## src/rtl/alu_ctrl_pkg.sv

```systemverilog
// rtl/alu_ctrl_pkg.sv - shared opcodes, FSM states and flip-bit indices for the ALU fault-check controller
package alu_ctrl_pkg;

    localparam logic [4:0] OP_ADD = 5'd0;
    localparam logic [4:0] OP_SUB = 5'd1;
    localparam logic [4:0] OP_AND = 5'd2;
    localparam logic [4:0] OP_OR  = 5'd3;
    localparam logic [4:0] OP_SLL = 5'd4;
    localparam logic [4:0] OP_SRA = 5'd5;
    localparam logic [4:0] OP_MAX = OP_SRA;

    localparam int FLIP_W      = 3;
    localparam int FLIP_ADDER1 = 0;
    localparam int FLIP_ADDER2 = 1;
    localparam int FLIP_SHIFT  = 2;

    typedef enum logic [1:0] {
        ST_IDLE  = 2'd0,
        ST_PASS1 = 2'd1,
        ST_PASS2 = 2'd2,
        ST_RESP  = 2'd3
    } state_t;

endpackage

```

## src/rtl/alu_check_op_map.sv

```systemverilog
// rtl/alu_check_op_map.sv - maps a primary op and its pass-1 result to the pass-2 check op and expected value
module alu_check_op_map
    import alu_ctrl_pkg::*;
(
    input  logic [4:0]  i_opcode,
    input  logic [31:0] i_op_a,
    input  logic [31:0] i_op_b,
    input  logic [31:0] i_r1,
    output logic [4:0]  o_chk_opcode,
    output logic [31:0] o_chk_a,
    output logic [31:0] o_chk_b,
    output logic [31:0] o_expected
);

    // Add/sub are checked by their inverse; logic ops by commuting; shifts by plain re-execution.
    always_comb begin
        o_chk_opcode = i_opcode;
        o_chk_a      = i_op_a;
        o_chk_b      = i_op_b;
        o_expected   = i_r1;
        case (i_opcode)
            OP_ADD: begin
                o_chk_opcode = OP_SUB;
                o_chk_a      = i_r1;
                o_expected   = i_op_a;
            end
            OP_SUB: begin
                o_chk_opcode = OP_ADD;
                o_chk_a      = i_r1;
                o_expected   = i_op_a;
            end
            OP_AND, OP_OR: begin
                o_chk_a = i_op_b;
                o_chk_b = i_op_a;
            end
            default: ;
        endcase
    end

endmodule

```

## src/rtl/alu_fault_check_ctrl.sv

```systemverilog
// rtl/alu_fault_check_ctrl.sv - time-redundant two-pass ALU sequencer with retry and fault counting
module alu_fault_check_ctrl
    import alu_ctrl_pkg::*;
#(
    parameter int MAX_RETRY = 2,
    parameter int CNT_W     = 16
) (
    input  logic              i_clock,
    input  logic              i_reset,
    input  logic              i_req_valid,
    output logic              o_req_ready,
    input  logic [31:0]       i_req_op_a,
    input  logic [31:0]       i_req_op_b,
    input  logic [4:0]        i_req_opcode,
    input  logic [4:0]        i_req_shamt,
    input  logic [2:0]        i_inj_mask,
    input  logic [1:0]        i_inj_pass,
    output logic [31:0]       o_alu_op_a,
    output logic [31:0]       o_alu_op_b,
    output logic [4:0]        o_alu_opcode,
    output logic [4:0]        o_alu_shamt,
    output logic [2:0]        o_alu_flip,
    input  logic [31:0]       i_alu_result,
    input  logic              i_alu_ne,
    input  logic              i_alu_lt,
    output logic              o_rsp_valid,
    input  logic              i_rsp_ready,
    output logic [31:0]       o_rsp_result,
    output logic              o_rsp_ne,
    output logic              o_rsp_lt,
    output logic              o_rsp_fault,
    output logic              o_rsp_illegal,
    output logic [CNT_W-1:0]  o_fault_count
);

    localparam int RW = $clog2(MAX_RETRY + 2);
    localparam logic [RW-1:0] RETRY_LIMIT = RW'(MAX_RETRY);

    state_t            r_state, w_next;
    logic [31:0]       r_op_a, r_op_b, r_r1;
    logic [4:0]        r_opcode, r_shamt;
    logic [2:0]        r_inj_mask;
    logic [1:0]        r_inj_pass;
    logic              r_ne1, r_lt1;
    logic [RW-1:0]     r_retry_cnt;
    logic [31:0]       r_rsp_result;
    logic              r_rsp_ne, r_rsp_lt, r_rsp_fault, r_rsp_illegal;
    logic [CNT_W-1:0]  r_fault_count;

    logic [4:0]        w_chk_opcode;
    logic [31:0]       w_chk_a, w_chk_b, w_expected;
    logic              w_match, w_give_up;

    alu_check_op_map u_map (
        .i_opcode     (r_opcode),
        .i_op_a       (r_op_a),
        .i_op_b       (r_op_b),
        .i_r1         (r_r1),
        .o_chk_opcode (w_chk_opcode),
        .o_chk_a      (w_chk_a),
        .o_chk_b      (w_chk_b),
        .o_expected   (w_expected)
    );

    assign w_match   = (i_alu_result == w_expected);
    assign w_give_up = (r_retry_cnt == RETRY_LIMIT);

    always_ff @(posedge i_clock) begin
        if (i_reset) r_state <= ST_IDLE;
        else         r_state <= w_next;
    end

    always_comb begin
        w_next       = r_state;
        o_alu_op_a   = '0;
        o_alu_op_b   = '0;
        o_alu_opcode = '0;
        o_alu_shamt  = '0;
        o_alu_flip   = '0;
        case (r_state)
            ST_IDLE: begin
                if (i_req_valid) w_next = (i_req_opcode > OP_MAX) ? ST_RESP : ST_PASS1;
            end
            ST_PASS1: begin
                o_alu_op_a   = r_op_a;
                o_alu_op_b   = r_op_b;
                o_alu_opcode = r_opcode;
                o_alu_shamt  = r_shamt;
                o_alu_flip   = r_inj_pass[0] ? r_inj_mask : 3'b000;
                w_next       = ST_PASS2;
            end
            ST_PASS2: begin
                o_alu_op_a   = w_chk_a;
                o_alu_op_b   = w_chk_b;
                o_alu_opcode = w_chk_opcode;
                o_alu_shamt  = r_shamt;
                o_alu_flip   = r_inj_pass[1] ? r_inj_mask : 3'b000;
                w_next       = (w_match || w_give_up) ? ST_RESP : ST_PASS1;
            end
            ST_RESP: begin
                if (i_rsp_ready) w_next = ST_IDLE;
            end
            default: w_next = ST_IDLE;
        endcase
    end

    always_ff @(posedge i_clock) begin
        if (i_reset) begin
            r_op_a        <= '0;
            r_op_b        <= '0;
            r_opcode      <= '0;
            r_shamt       <= '0;
            r_inj_mask    <= '0;
            r_inj_pass    <= '0;
            r_r1          <= '0;
            r_ne1         <= 1'b0;
            r_lt1         <= 1'b0;
            r_retry_cnt   <= '0;
            r_rsp_result  <= '0;
            r_rsp_ne      <= 1'b0;
            r_rsp_lt      <= 1'b0;
            r_rsp_fault   <= 1'b0;
            r_rsp_illegal <= 1'b0;
            r_fault_count <= '0;
        end else begin
            case (r_state)
                ST_IDLE: if (i_req_valid) begin
                    r_op_a        <= i_req_op_a;
                    r_op_b        <= i_req_op_b;
                    r_opcode      <= i_req_opcode;
                    r_shamt       <= i_req_shamt;
                    r_inj_mask    <= i_inj_mask;
                    r_inj_pass    <= i_inj_pass;
                    r_retry_cnt   <= '0;
                    r_rsp_result  <= '0;
                    r_rsp_ne      <= 1'b0;
                    r_rsp_lt      <= 1'b0;
                    r_rsp_fault   <= 1'b0;
                    r_rsp_illegal <= (i_req_opcode > OP_MAX);
                end
                ST_PASS1: begin
                    r_r1  <= i_alu_result;
                    r_ne1 <= i_alu_ne;
                    r_lt1 <= i_alu_lt;
                end
                ST_PASS2: begin
                    if (w_match || w_give_up) begin
                        r_rsp_result <= r_r1;
                        r_rsp_ne     <= r_ne1;
                        r_rsp_lt     <= r_lt1;
                        r_rsp_fault  <= !w_match;
                        if (!w_match && (r_fault_count != {CNT_W{1'b1}}))
                            r_fault_count <= r_fault_count + 1'b1;
                    end else begin
                        r_retry_cnt <= r_retry_cnt + 1'b1;
                    end
                end
                default: ;
            endcase
        end
    end

    assign o_req_ready   = (r_state == ST_IDLE);
    assign o_rsp_valid   = (r_state == ST_RESP);
    assign o_rsp_result  = r_rsp_result;
    assign o_rsp_ne      = r_rsp_ne;
    assign o_rsp_lt      = r_rsp_lt;
    assign o_rsp_fault   = r_rsp_fault;
    assign o_rsp_illegal = r_rsp_illegal;
    assign o_fault_count = r_fault_count;

endmodule

```

## config.mk

```make
export PLATFORM = sky130hd
export DESIGN_NAME = alu_fault_check_ctrl
export DESIGN_NICKNAME = d
export VERILOG_FILES = /design/src/rtl/alu_ctrl_pkg.sv /design/src/rtl/alu_check_op_map.sv /design/src/rtl/alu_fault_check_ctrl.sv
export SDC_FILE = /design/constraint.sdc
export NUM_CORES = 1
export LEC_CHECK = 0
export ABC_AREA = 1
export CAP_MARGIN = 20
export CORE_AREA = 4 4 104 179
export CTS_BUF_LIST = sky130_fd_sc_hd__clkbuf_4 sky130_fd_sc_hd__clkbuf_8
export CTS_CLUSTER_DIAMETER = 50
export CTS_CLUSTER_SIZE = 12
export DETAILED_ROUTE_END_ITERATION = 10
export DIE_AREA = 0 0 108 183
export PLACE_DENSITY_LB_ADDON = 0.12
export SYNTH_ARGS = -nofsm -noshare
export SYNTH_HDL_FRONTEND = slang
export SYNTH_SLANG_ARGS = --single-unit
export TNS_END_PERCENT = 5
```

## constraint.sdc

```tcl
create_clock -name i_clock -period 6.7 [get_ports i_clock]
set_clock_uncertainty 0.05 [all_clocks]
set_input_delay 1.005 -clock i_clock [delete_from_list [all_inputs] [get_ports i_clock]]
set_output_delay 1.005 -clock i_clock [all_outputs]
set_load 0.005 [all_outputs]
```

==> metrics.cfg <==
[run_status]
outcome=finished clean

[power_and_ir_drop]
p_comb_share_pct=50.9
p_int_uw=2470
p_clk_share_pct=15.9
p_sw_uw=2260
power_density_nw_per_um2=391
p_seq_share_pct=33.2
p_leak_uw=0.00497
vdd_drop_max_mv=0.387
swShare_pct=47.7

[worst_setup_path]
cp_slowest_cell=nor2_4
crit_path_start_kind=register
path_max_fanout=49
cp_num_buf_inv=2
critPathTopFamily=simple AND/OR/NAND/NOR gates
rrSetupSlack_ps=2290
end_kind=output port
worst-setup-path-type=register to output port
crit_arrival_ps=3870
slowest_delay_ps=870
cp_cell_sequence=nor2_4, nand2_2, buf_4, o21ai_0, nand2_1, a21oi_1, clkdlybuf4s50_1
required_ps=5640

[synthesis]
ys_warn_count=0
ys_ff_latch=169
syn_nets=1620
yosysUniqueCellTypes=32
avgSynthCellArea_sq_um=6.20
seq_area_frac_synth_pct=36.4
synthCells=1497
netlist_area_sq_um=9290

[global_routing]
grt_pass1_wl_um=49200
grt_max_degree=75
grt_use_total_pct=31.1
antenna_found_initial=0
overflow=0
grt_pass1_vias=9696

[cts]
numCtsBuffers=17
cts_resized=0
root_buffer=clkbuf_8
cts.sinks=169
cts_max_level=4
post_cts_buffers=0
clk_pin_slew_ps=100
cts_hold_buf=0
tritoncts=built
clk_latency_ps=470
cts_max_path_buffers=2

[route]
routedWlPerCell_um=16.4
post_drt_via_cell_ratio=5.40
drc=0
via_count=10300
drt_iter0_drc=771
firstDrtPassIters=6
drt-total-wl_um=31300
ant_nets=0

[place]
gp_congestion=0.946
dp_hpwl_um=23100
portBuffers=247
dp_slack_ps=2330

[die]
die_y_um=183
row_count=63
core_area_sq_um=17100
dieArea_sq_um=19800
io_pins=248
initial_core_util_pct=54.3
fp.dieW_um=108

[timing]
setup_violations=0
hold_viol=0
drv_slew=0
post-route-worst-setup-slack_ps=1780
max_freq_ghz=0.203
slew_headroom_pct=26.7
rsz0062_at_grt=false
fin_crit_ps=4920
worst_pin_slew_ps=1100
setup_tns_ps=0
fin_crit_sh_pct=73.5

[layout]
area_delta_synth_final_pct=30.3
nets=1795
final_cell_mix=nand2_1, nor2_1, clkdlybuf4s50_1, o21ai_0, dfxtp_1
drive_above_1_share_pct=3.56
nFillCells=1571
n_antenna_cell=0
layout_commonest_cell=nand2_1

[flow_run]
timing.max_cap.violations=0

[min_path]
hold_class=register to register

worst min-delay path: cells and delay by family, from the launching register on:
kind / cells / cell delay, ps
and+or+nand+nor: 1 / 70
DFF: 1 / 330
AOI/OAI and AO/OA: 1 / 50
cell usage after synthesis (all sizes together):
cell type	instances	area, sq um
dfxtp	169	3380
ha	6	75.1
nor2	252	958
a211oi	1	7.51
or2	1	6.26
a32o	4	40.0
nor3	13	65.1
xnor2	2	17.5
nand3	132	666
nand4	3	18.8
clkbuf	74	280
o311ai	1	8.76
inv	142	533
a22o	1	8.76
clkinv	3	12.5
a21oi	121	606
buf	29	171
o21ai	183	916
nor4	3	18.8
nand3b	27	203
xor2	9	78.8
nand2	321	1210
registers in the layout (all words and copies together), names as in the netlist, 2 cells and up:
register       cells
r_state            2
o_fault_count     16
o_rsp_result      32
r_op_a            32
r_inj_pass         2
r_op_b            32
r_shamt            5
r_retry_cnt        2
r_inj_mask         3
r_opcode           5
r_r1              32
through the flow:
| stage | instances | total power (uW) | util (%) | hold WS (ps) | instance area [sq um] |
|---|---|---|---|---|---|
| final | 1912 | 4730 | 70.7 | 437 | 12100 |
| after detailed placement | 1880 | 3970 | 68.4 | 420 | 11700 |
| after floorplan | 1497 | 3200 | - | 396 | 9290 |
| after global routing | 1912 | 5100 | 70.7 | 456 | 12100 |
| after CTS | 1912 | 4720 | 70.7 | 438 | 12100 |
| after global placement | 1880 | 3910 | 68.4 | 411 | 11700 |
power groups by stage:
stage               Combinational (uW)  Sequential [uW]  Clock, uW
CTS                               2400             1560        762
finish                            2410             1570        754
global placement                  2340             1570          0
floorplan                         1710             1490          0
global route                      2700             1600        800
detailed placement                2380             1580          0
kinds of logic (layout without fill, tap and decap cells):
| kind of cell | count (synthesis) | after routing | share of synthesized area, % |
|---|---|---|---|
| AOI/OAI and AO/OA | 311 | 311 | 17.1 |
| DFF | 169 | 169 | 36.4 |
| xor gates and xnor gates | 11 | 11 | 1.04 |
| buffers and inverters | 248 | 436 | 10.7 |
| adders and majority gates | 6 | 6 | 0.808 |
| and+or+nand+nor | 752 | 752 | 33.9 |
routing by layer:
layer | track usage [%] | wire, um
met5 | 0 | 0
met4 | 14.9 | 1390
met3 | 6.73 | 2300
met2 | 53.0 | 15400
met1 | 36.8 | 12200
worst paths after layout:
kind | start | endpoint | depth (start not counted)
worst max-delay path | r_opcode[1]$_SDFFE_PP0P_ | o_alu_op_a[17] | 7
worst min register to register | o_rsp_fault$_SDFFE_PP0P_ | o_rsp_fault$_SDFFE_PP0P_ | 2
worst max register to register | r_opcode[1]$_SDFFE_PP0P_ | o_fault_count[2]$_SDFFE_PP0P_ | 16
worst min-delay path | o_rsp_fault$_SDFFE_PP0P_ | o_rsp_fault$_SDFFE_PP0P_ | 2
area by class of cell:
| type | count | area (sq um) | share of cell area (%) |
|---|---|---|---|
| tap | 227 | 284 | 2.35 |
| timing repair buffer | 259 | 2560 | 21.2 |
| sequential | 169 | 3380 | 28.0 |
| multi-input combinational | 1080 | 4920 | 40.7 |
| clock inverter | 12 | 130 | 1.08 |
| inverter | 145 | 547 | 4.52 |
| clock buffer | 20 | 269 | 2.22 |
Power figures use the tool's default switching activity.
